<file path="src/rtl/uart_program_loader.sv">
// uart_program_loader
// Boot stage in front of riscv_cpu_unit: receives a program image over an
// 8N1 UART line and writes it word by word into unified memory through the
// core's external write port, holding the core in reset until the load ends.
//
// Frame: SYNC_BYTE, N[7:0], N[15:8], then N little-endian 32-bit words.
//
// Ports
//   clk           system clock, rising edge
//   reset         asynchronous active-low reset
//   rx            UART serial input (idle high, asynchronous to clk)
//   Ext_MemWrite  one-cycle write strobe to the core memory port
//   Ext_WriteData word being written (holds last value otherwise)
//   Ext_DataAdr   byte address of the write
//   cpu_reset     active-high reset to the core
//   load_done     high while the loaded program runs
//   err           bit0 framing error, bit1 length error (sticky)
//   words_loaded  words written in the current load
module uart_program_loader #(
    parameter int unsigned CLKS_PER_BIT = 434,
    parameter logic [31:0] BASE_ADDR    = 32'h0,
    parameter int unsigned MAX_WORDS    = 64,
    parameter logic [7:0]  SYNC_BYTE    = 8'hA5
) (
    input  logic        clk,
    input  logic        reset,
    input  logic        rx,
    output logic        Ext_MemWrite,
    output logic [31:0] Ext_WriteData,
    output logic [31:0] Ext_DataAdr,
    output logic        cpu_reset,
    output logic        load_done,
    output logic [1:0]  err,
    output logic [15:0] words_loaded
);

    localparam int unsigned CNT_W = $clog2(CLKS_PER_BIT);
    localparam logic [CNT_W-1:0] BIT_LAST  = CNT_W'(CLKS_PER_BIT - 1);
    localparam logic [CNT_W-1:0] HALF_LAST = CNT_W'(CLKS_PER_BIT / 2 - 1);

    // ------------------------------------------------------------------
    // rx synchroniser plus one delayed copy for falling-edge detection
    // ------------------------------------------------------------------
    logic rxMeta;
    logic rxSync;
    logic rxSyncPrev;

    always_ff @(posedge clk or negedge reset) begin
        if (!reset) begin
            rxMeta     <= 1'b1;
            rxSync     <= 1'b1;
            rxSyncPrev <= 1'b1;
        end else begin
            rxMeta     <= rx;
            rxSync     <= rxMeta;
            rxSyncPrev <= rxSync;
        end
    end

    // ------------------------------------------------------------------
    // 8N1 receiver
    // ------------------------------------------------------------------
    typedef enum logic [1:0] {
        RX_IDLE,
        RX_START,
        RX_DATA,
        RX_STOP
    } rxState_t;

    rxState_t         rxState,   rxStateNext;
    logic [CNT_W-1:0] rxCnt,     rxCntNext;
    logic [2:0]       rxBitIdx,  rxBitIdxNext;
    logic [7:0]       rxShift,   rxShiftNext;
    logic             byteValid, byteValidNext;
    logic             frameError, frameErrorNext;

    always_ff @(posedge clk or negedge reset) begin
        if (!reset) begin
            rxState    <= RX_IDLE;
            rxCnt      <= '0;
            rxBitIdx   <= '0;
            rxShift    <= '0;
            byteValid  <= 1'b0;
            frameError <= 1'b0;
        end else begin
            rxState    <= rxStateNext;
            rxCnt      <= rxCntNext;
            rxBitIdx   <= rxBitIdxNext;
            rxShift    <= rxShiftNext;
            byteValid  <= byteValidNext;
            frameError <= frameErrorNext;
        end
    end

    // Start bit re-checked at half a bit; data and stop sampled a full bit apart.
    always_comb begin
        rxStateNext    = rxState;
        rxCntNext      = rxCnt;
        rxBitIdxNext   = rxBitIdx;
        rxShiftNext    = rxShift;
        byteValidNext  = 1'b0;
        frameErrorNext = 1'b0;
        unique case (rxState)
            RX_IDLE: begin
                if (rxSyncPrev && !rxSync) begin
                    rxStateNext = RX_START;
                    rxCntNext   = '0;
                end
            end
            RX_START: begin
                if (rxCnt == HALF_LAST) begin
                    rxCntNext    = '0;
                    rxBitIdxNext = '0;
                    rxStateNext  = rxSync ? RX_IDLE : RX_DATA;
                end else begin
                    rxCntNext = rxCnt + CNT_W'(1);
                end
            end
            RX_DATA: begin
                if (rxCnt == BIT_LAST) begin
                    rxCntNext   = '0;
                    rxShiftNext = {rxSync, rxShift[7:1]};
                    if (rxBitIdx == 3'd7) begin
                        rxStateNext = RX_STOP;
                    end else begin
                        rxBitIdxNext = rxBitIdx + 3'd1;
                    end
                end else begin
                    rxCntNext = rxCnt + CNT_W'(1);
                end
            end
            RX_STOP: begin
                if (rxCnt == BIT_LAST) begin
                    rxCntNext      = '0;
                    rxStateNext    = RX_IDLE;
                    byteValidNext  = rxSync;
                    frameErrorNext = !rxSync;
                end else begin
                    rxCntNext = rxCnt + CNT_W'(1);
                end
            end
        endcase
    end

    // ------------------------------------------------------------------
    // Load FSM
    // ------------------------------------------------------------------
    typedef enum logic [2:0] {
        WAIT_SYNC,
        LEN_LO,
        LEN_HI,
        DATA,
        WRITE,
        DONE,
        ERROR
    } loadState_t;

    loadState_t  state, stateNext;
    logic [7:0]  lenLo, lenLoNext;
    logic [15:0] lenN, lenNNext;
    logic [1:0]  byteIdx, byteIdxNext;
    logic [23:0] wordReg, wordRegNext;
    logic        memWriteNext;
    logic [31:0] writeDataNext;
    logic [31:0] dataAdrNext;
    logic        cpuResetNext;
    logic        loadDoneNext;
    logic [1:0]  errNext;
    logic [15:0] wordsLoadedNext;
    logic [15:0] lenRx;
    logic [15:0] wordsInc;

    assign lenRx    = {rxShift, lenLo};
    assign wordsInc = words_loaded + 16'd1;

    always_ff @(posedge clk or negedge reset) begin
        if (!reset) begin
            state         <= WAIT_SYNC;
            lenLo         <= '0;
            lenN          <= '0;
            byteIdx       <= '0;
            wordReg       <= '0;
            Ext_MemWrite  <= 1'b0;
            Ext_WriteData <= '0;
            Ext_DataAdr   <= BASE_ADDR;
            cpu_reset     <= 1'b1;
            load_done     <= 1'b0;
            err           <= '0;
            words_loaded  <= '0;
        end else begin
            state         <= stateNext;
            lenLo         <= lenLoNext;
            lenN          <= lenNNext;
            byteIdx       <= byteIdxNext;
            wordReg       <= wordRegNext;
            Ext_MemWrite  <= memWriteNext;
            Ext_WriteData <= writeDataNext;
            Ext_DataAdr   <= dataAdrNext;
            cpu_reset     <= cpuResetNext;
            load_done     <= loadDoneNext;
            err           <= errNext;
            words_loaded  <= wordsLoadedNext;
        end
    end

    // Outputs are computed for the next state so they are registered and
    // already valid in the first cycle of that state.
    always_comb begin
        stateNext       = state;
        lenLoNext       = lenLo;
        lenNNext        = lenN;
        byteIdxNext     = byteIdx;
        wordRegNext     = wordReg;
        writeDataNext   = Ext_WriteData;
        dataAdrNext     = Ext_DataAdr;
        cpuResetNext    = cpu_reset;
        loadDoneNext    = load_done;
        errNext         = err;
        wordsLoadedNext = words_loaded;
        memWriteNext    = 1'b0;

        case (state)
            WAIT_SYNC, DONE: begin
                if (byteValid && rxShift == SYNC_BYTE) begin
                    stateNext       = LEN_LO;
                    cpuResetNext    = 1'b1;
                    loadDoneNext    = 1'b0;
                    wordsLoadedNext = '0;
                    dataAdrNext     = BASE_ADDR;
                end
            end
            LEN_LO: begin
                if (byteValid) begin
                    lenLoNext = rxShift;
                    stateNext = LEN_HI;
                end
            end
            LEN_HI: begin
                if (byteValid) begin
                    lenNNext = lenRx;
                    if (lenRx == 16'd0) begin
                        stateNext    = DONE;
                        cpuResetNext = 1'b0;
                        loadDoneNext = 1'b1;
                    end else if (lenRx > 16'(MAX_WORDS)) begin
                        stateNext  = ERROR;
                        errNext[1] = 1'b1;
                    end else begin
                        stateNext   = DATA;
                        byteIdxNext = '0;
                    end
                end
            end
            DATA: begin
                if (byteValid) begin
                    // First byte ends up in bits 7:0 of the assembled word.
                    byteIdxNext = byteIdx + 2'd1;
                    if (byteIdx == 2'd3) begin
                        writeDataNext = {rxShift, wordReg};
                        stateNext     = WRITE;
                    end else begin
                        wordRegNext = {rxShift, wordReg[23:8]};
                    end
                end
            end
            WRITE: begin
                wordsLoadedNext = wordsInc;
                if (wordsInc == lenN) begin
                    stateNext    = DONE;
                    cpuResetNext = 1'b0;
                    loadDoneNext = 1'b1;
                end else begin
                    dataAdrNext = Ext_DataAdr + 32'd4;
                    stateNext   = DATA;
                end
            end
            ERROR: begin
                cpuResetNext = 1'b1;
                loadDoneNext = 1'b0;
            end
            default: begin
                stateNext = WAIT_SYNC;
            end
        endcase

        // Framing errors only matter once a load has started.
        if (frameError && (state == LEN_LO || state == LEN_HI ||
                           state == DATA || state == ERROR)) begin
            stateNext    = ERROR;
            errNext[0]   = 1'b1;
            cpuResetNext = 1'b1;
            loadDoneNext = 1'b0;
        end

        memWriteNext = (stateNext == WRITE);
    end

endmodule

</file>
<file path="config.mk">
export PLATFORM = sky130hd
export DESIGN_NAME = uart_program_loader
export DESIGN_NICKNAME = d
export VERILOG_FILES = /design/src/rtl/uart_program_loader.sv
export SDC_FILE = /design/constraint.sdc
export NUM_CORES = 1
export LEC_CHECK = 0
export BUFFER_PORTS_ARGS = -buffer_cell sky130_fd_sc_hd__clkbuf_2
export CAP_MARGIN = 20
export CORE_UTILIZATION = 55
export CTS_BUF_LIST = sky130_fd_sc_hd__clkbuf_4 sky130_fd_sc_hd__clkbuf_8
export DETAILED_ROUTE_END_ITERATION = 10
export PLACE_DENSITY = 0.89
export SLEW_MARGIN = 20
export SYNTH_ARGS = -nofsm -noshare
export SYNTH_HDL_FRONTEND = slang
export SYNTH_SLANG_ARGS = --single-unit
</file>
<file path="constraint.sdc">
create_clock -name clk -period 2.5 [get_ports clk]
set_input_delay 0.375 -clock clk [delete_from_list [all_inputs] [get_ports clk]]
set_output_delay 0.375 -clock clk [all_outputs]
set_load 0.01 [all_outputs]
</file>
**Yosys cells after proc, flatten, opt, wreduce, memory -nomap -nowiden**

Cells that the tools add are included.

- Reductions and logical operators: 28
- Add/sub/neg operators: 5
- Bitwise logic cells: 2
- $lt $le $gt $ge: 1
- Muxes and demuxes: 51
- Equal/unequal tests: 32

Operators with widths:

| operator | count |
|---|---|
| $mux W32 | 2 |
| $pmux W32 S2 | 1 |
| $mux W3 | 12 |
| $add A32 B3 Y32 const B | 1 |
| $pmux W16 S2 | 1 |
| $mux W9 | 3 |
| $pmux W9 S3 | 1 |
| $ne A2 B2 Y1 const B | 12 |
| $mux W2 | 10 |
| $pmux W3 S6 | 1 |
| $add A16 B1 Y16 const B | 1 |
| $eq A16 B16 Y1 | 1 |
| $gt A16 B7 Y1 const B | 1 |
| $logic_not A16 Y1 | 1 |
| $mux W16 | 1 |
| $eq A3 B3 Y1 const B | 5 |
| $reduce_and A5 Y1 | 3 |
| $mux W1 | 14 |
| $add A9 B1 Y9 const B | 1 |
| $eq A9 B8 Y1 const B | 1 |
| $eq A9 B9 Y1 const B | 1 |
| $reduce_and A3 Y1 | 3 |
| $eq A8 B8 Y1 const B | 1 |
| $pmux W1 S4 | 2 |
| other kinds (22) | 39 |

- Flip-flop bits (word level): 165
- Word-level logic and storage cells: 141
- Input port bits: 3
- Output and inout port bits: 85

**Longest topological paths before layout**

- Depth after elaboration: 7
- Depth in mapped cells: 11
- Depth with buffers taken out: 8

**Least setup slack after synthesis**

Ideal clock, no wire load.

- Path kind: reg2reg
- From: reg words_loaded[1]
- To: reg Ext_DataAdr[19]
- Arrival time: 2.463 ns
- Library setup time: 0.078 ns
- Buffers on the path: 2
- Required time: 2.422 ns
- Path slack: -0.041 ns
- Cell stages (with the launch flop): 10
- Clock period less this slack: 2.541 ns
- Cell sequence: dfrtp_1 > ha_1 > nand3_1 > nor4_1 > o31ai_1 > and4_1 > buf_6 > buf_6 > or4_1 > a21oi_1

- Word-level cells in the longest chain between the ends: 4

Ends and longest elaborated chain:

| what | RTL line | text |
|---|---|---|
| start, declared | 34 | `output logic [15:0] words_loaded` |
| start signal, assigned | 202 | `words_loaded <= wordsLoadedNext;` |
| $add A16 B1 Y16 | 174 | `assign wordsInc = words_loaded + 16'd1;` |
| $eq A16 B16 Y1 | 268 | `if (wordsInc == lenN) begin` |
| $ne A2 B2 Y1 (no source line) | - |  |
| $reduce_and A3 Y1 (no source line) | - |  |
| end signal, assigned | 198 | `Ext_DataAdr <= dataAdrNext;` |
| end, declared | 30 | `output logic [31:0] Ext_DataAdr,` |

Every way passes these cells.
A chain may end at the register's enable or synchronous reset.

**Worst setup path in the final report**

- From: reg words_loaded[0]
- To: reg Ext_DataAdr[4]

Same word-level chain as after synthesis.

==> results.json <==
{
  "worst_setup_path_start_kind": "flip-flop",
  "first_global_vias": 6013,
  "netlist_area_sq_um": 7850,
  "rows": 43,
  "tightest_slew_ns": 0.776,
  "worstSkewPairLatency_ns": 0.46,
  "fill_cells": 1028,
  "required_ns": 2.87,
  "hold_violations": 0,
  "clkTransAtPathRegs_ns": 0.08,
  "cts.sinks": 163,
  "coreArea_sq_um": 13900,
  "multi_input_area_sq_um": 3670,
  "setup_ws_ns": 0.0191,
  "wl_per_cell_um": 18.0,
  "htree_levels": 4,
  "register_area_sq_um": 4100,
  "postLayoutCoreUtil_pct": 67.1,
  "grt_usage_pct": 25.5,
  "antennaDiodeCount": 0,
  "min_path_type": "flip-flop to flip-flop",
  "ir_drop_mv": 0.500,
  "power_density_nw_per_um2": 553,
  "drt-pass1-iter-count": 5,
  "cp_max_fo": 27,
  "final_max_slew_viol_count": 0,
  "async_reset_ff_share_pct": 100,
  "maxCapViolations": 0,
  "yosysSeqAreaShare_pct": 52.0,
  "synth_cells": 720,
  "grt_max_degree": 55,
  "cts_buffer_depth": 2,
  "antenna_found_initial": 0,
  "dieArea_sq_um": 14800,
  "period_minus_slack_ns": 2.48,
  "ys_warn_count": 0,
  "power.leakage_uw": 0.00458,
  "grt_overflow_total": 0,
  "syn_avg_cell_area_sq_um": 10.9,
  "finalClockSkew_ns": 0.0157,
  "yosys.cell_types.count": 62,
  "cts_tree": "yes",
  "setup_viol": 0,
  "outcome": "finished clean",
  "min_period_over_period_pct": 99.2,
  "post_dp_cell_area_sq_um": 8690,
  "synth_edf_count": 0,
  "dr_total_vias": 6310,
  "nNetsFinal": 849,
  "final_layout_size_suffix_gt1_share_pct": 34.3,
  "drcViolationCount": 0,
  "port_buffers": 85,
  "initial_core_util_pct": 56.6,
  "cts.root.buffer_cell": "clkbuf_8",
  "gp_congestion": 0.887,
  "drtIter0Drc": 574,
  "worst-setup-path-type": "flip-flop to flip-flop",
  "routed_via_density": 6.12,
  "synthFlopType": "dfrtp_1",
  "slew_headroom_pct": 48.3,
  "routed_wl_um": 18500,
  "ioPinCount": 88,
  "grt_pass1_wl_um": 29400,
  "die_w_um": 121,
  "areaGrowthSynthToFinish_pct": 18.6,
  "end_kind": "flip-flop",
  "dpl_worst_slack_ns": 0.00240,
  "critPathArrivalTime_ns": 2.85,
  "detail-route-antenna-nets": 0,
  "hold_ws_ns": 0.358,
  "clock.fmax_mhz": 403,
  "dpl.hpwl_um": 12300,
  "design_area_sq_um": 9310,
  "dieHeight_um": 121,
  "cts_buffers": 17,
  "synth-seq-cells": 163
}
metal layers:
layer | wire length (um) | track usage [%] | part of all wire, % | up-vias
li1 | - | - | - | 2882
met1 | 7760 | 32.7 | 42 | 3158
met2 | 9310 | 41.2 | 50 | 235
met3 | 1100 | 6.67 | 5.9 | 35
met4 | 361 | 9.72 | 1.9 | 0
met5 | 0 | 0 | 0 | -
synth_stat cells, drive strengths merged (10+ instances only):
cell type | n | share of area, %
nand2 | 49 | 2.3
inv | 17 | 0.81
nor3 | 19 | 1.3
nand4 | 16 | 1.4
xnor2 | 10 | 1.1
mux2 | 89 | 13
clkbuf | 20 | 0.96
dfrtp | 159 | 51
or4 | 14 | 1.3
a21oi | 37 | 2.4
xor2 | 11 | 1.2
or3 | 12 | 0.96
nand3 | 38 | 2.5
buf | 18 | 1.4
o21ai | 52 | 3.3
nor2 | 34 | 1.6
o31ai | 20 | 1.9
layout make-up:
cell class / count / share of cell area (%)
clock buffers: 24 / 3.28
clock inverters: 8 / 0.846
inverters: 17 / 0.685
multi-input cells: 503 / 39.4
flip-flops and latches: 163 / 44.0
well taps: 180 / 2.42
repair buffers: 136 / 9.39
cells in the final DEF (no fill, tap or decap), types with 3 or more instances in the layout:
master and count:
dfrtp_1 150, mux2_2 89, clkbuf_2 84, o21ai_0 50
nand2_1 49, buf_4 45, a21oi_1 36, nand3_1 34
nor2_1 34, o31ai_1 20, clkbuf_8 20, inv_1 16
nand4_1 15, nor3_1 14, or4_1 14, or3_1 12
xor2_1 11, xnor2_1 9, mux2i_1 9, dfrtp_2 9
and3_1 8, and4_1 8, nand2b_1 8, ha_1 7
o211ai_1 5, and2_1 5, nor2b_1 4, nor3_2 4
clkbuf_4 4, dfstp_2 4, nor4_4 3, a211oi_1 3
nor4_1 3, o211a_1 3, nor4bb_1 3, clkinv_2 3
buf_12 3
final timing paths:
kind / from / end / slack [ns] / cells past startpoint
worst max-delay path: words_loaded[0] / Ext_DataAdr[4] / 0.02 / 9
worst min-delay path: rxMeta / rxSync / 0.36 / 0
worst max register to register: words_loaded[0] / Ext_DataAdr[4] / 0.02 / 9
worst min register to register: rxMeta / rxSync / 0.36 / 0
max in group asynchronous: reset / rxMeta / 1.40 / 3
min in group asynchronous: reset / words_loaded[5] / 0.40 / 2
state kept, by name, summed over array words and instances, names as in the netlist:
name,cells
rxShift,8
lenN,16
state,3
wordReg,24
cpu_reset,1
byteIdx,2
rxSyncPrev,1
lenLo,8
rxMeta,1
words_loaded,16
Ext_WriteData,32
byteValid,1
err,2
rxState,2
Ext_MemWrite,1
rxBitIdx,3
rxCnt,9
Ext_DataAdr,30
rxSync,1
frameError,1
load_done,1
cell families after synthesis:
family                     count (synthesis)  synth area share, %
muxes                                     98                 13.9
buffers and inverters                     55                 3.14
xor gates and xnor gates                  21                 2.34
other                                      1               0.0477
adders and majority gates                  8                 1.27
and+or+nand+nor                          234                 16.5
DFF                                      163                 52.0
AOI/OAI and AO/OA                        140                 10.8
metrics by stage:
| stage | cells | setup TNS (ns) | power (uW) |
|---|---|---|---|
| 2_1_floorplan | 721 | 0 | 3160 |
| 3_3_place_gp | 988 | 0 | 3290 |
| 3_5_place_dp | 988 | 0 | 3340 |
| 4_1_cts | 1022 | 0 | 5170 |
| 5_1_grt | 1031 | -1.14 | 5350 |
| 6_report | 1031 | 0 | 5150 |
power by group:
| part | switching, uW | internal (uW) | total, uW |
|---|---|---|---|
| Combinational | 293 | 183 | 476 |
| Clock | 947 | 912 | 1860 |
| Sequential | 97.3 | 2720 | 2820 |
what timing repair did:
item	4_1_cts	5_1_grt
resized for setup	3	25
gates cloned	0	1
buffers inserted	0	8
hold buffers	2	0
setup endpoints to repair	17	41
pin swaps	0	6
hold endpoints to repair	41	0
worst max-delay path, cell delays in order (launching register included):
cell and delay, ns:
dfrtp_2 0.47, buf_4 0.18, nand4_1 0.13, nor3_1 0.08
or4_1 0.48, a32oi_1 0.25, and4_4 0.32, buf_12 0.18
o21ai_1 0.10, a21oi_1 0.21
(Power assumes the default switching activity.)
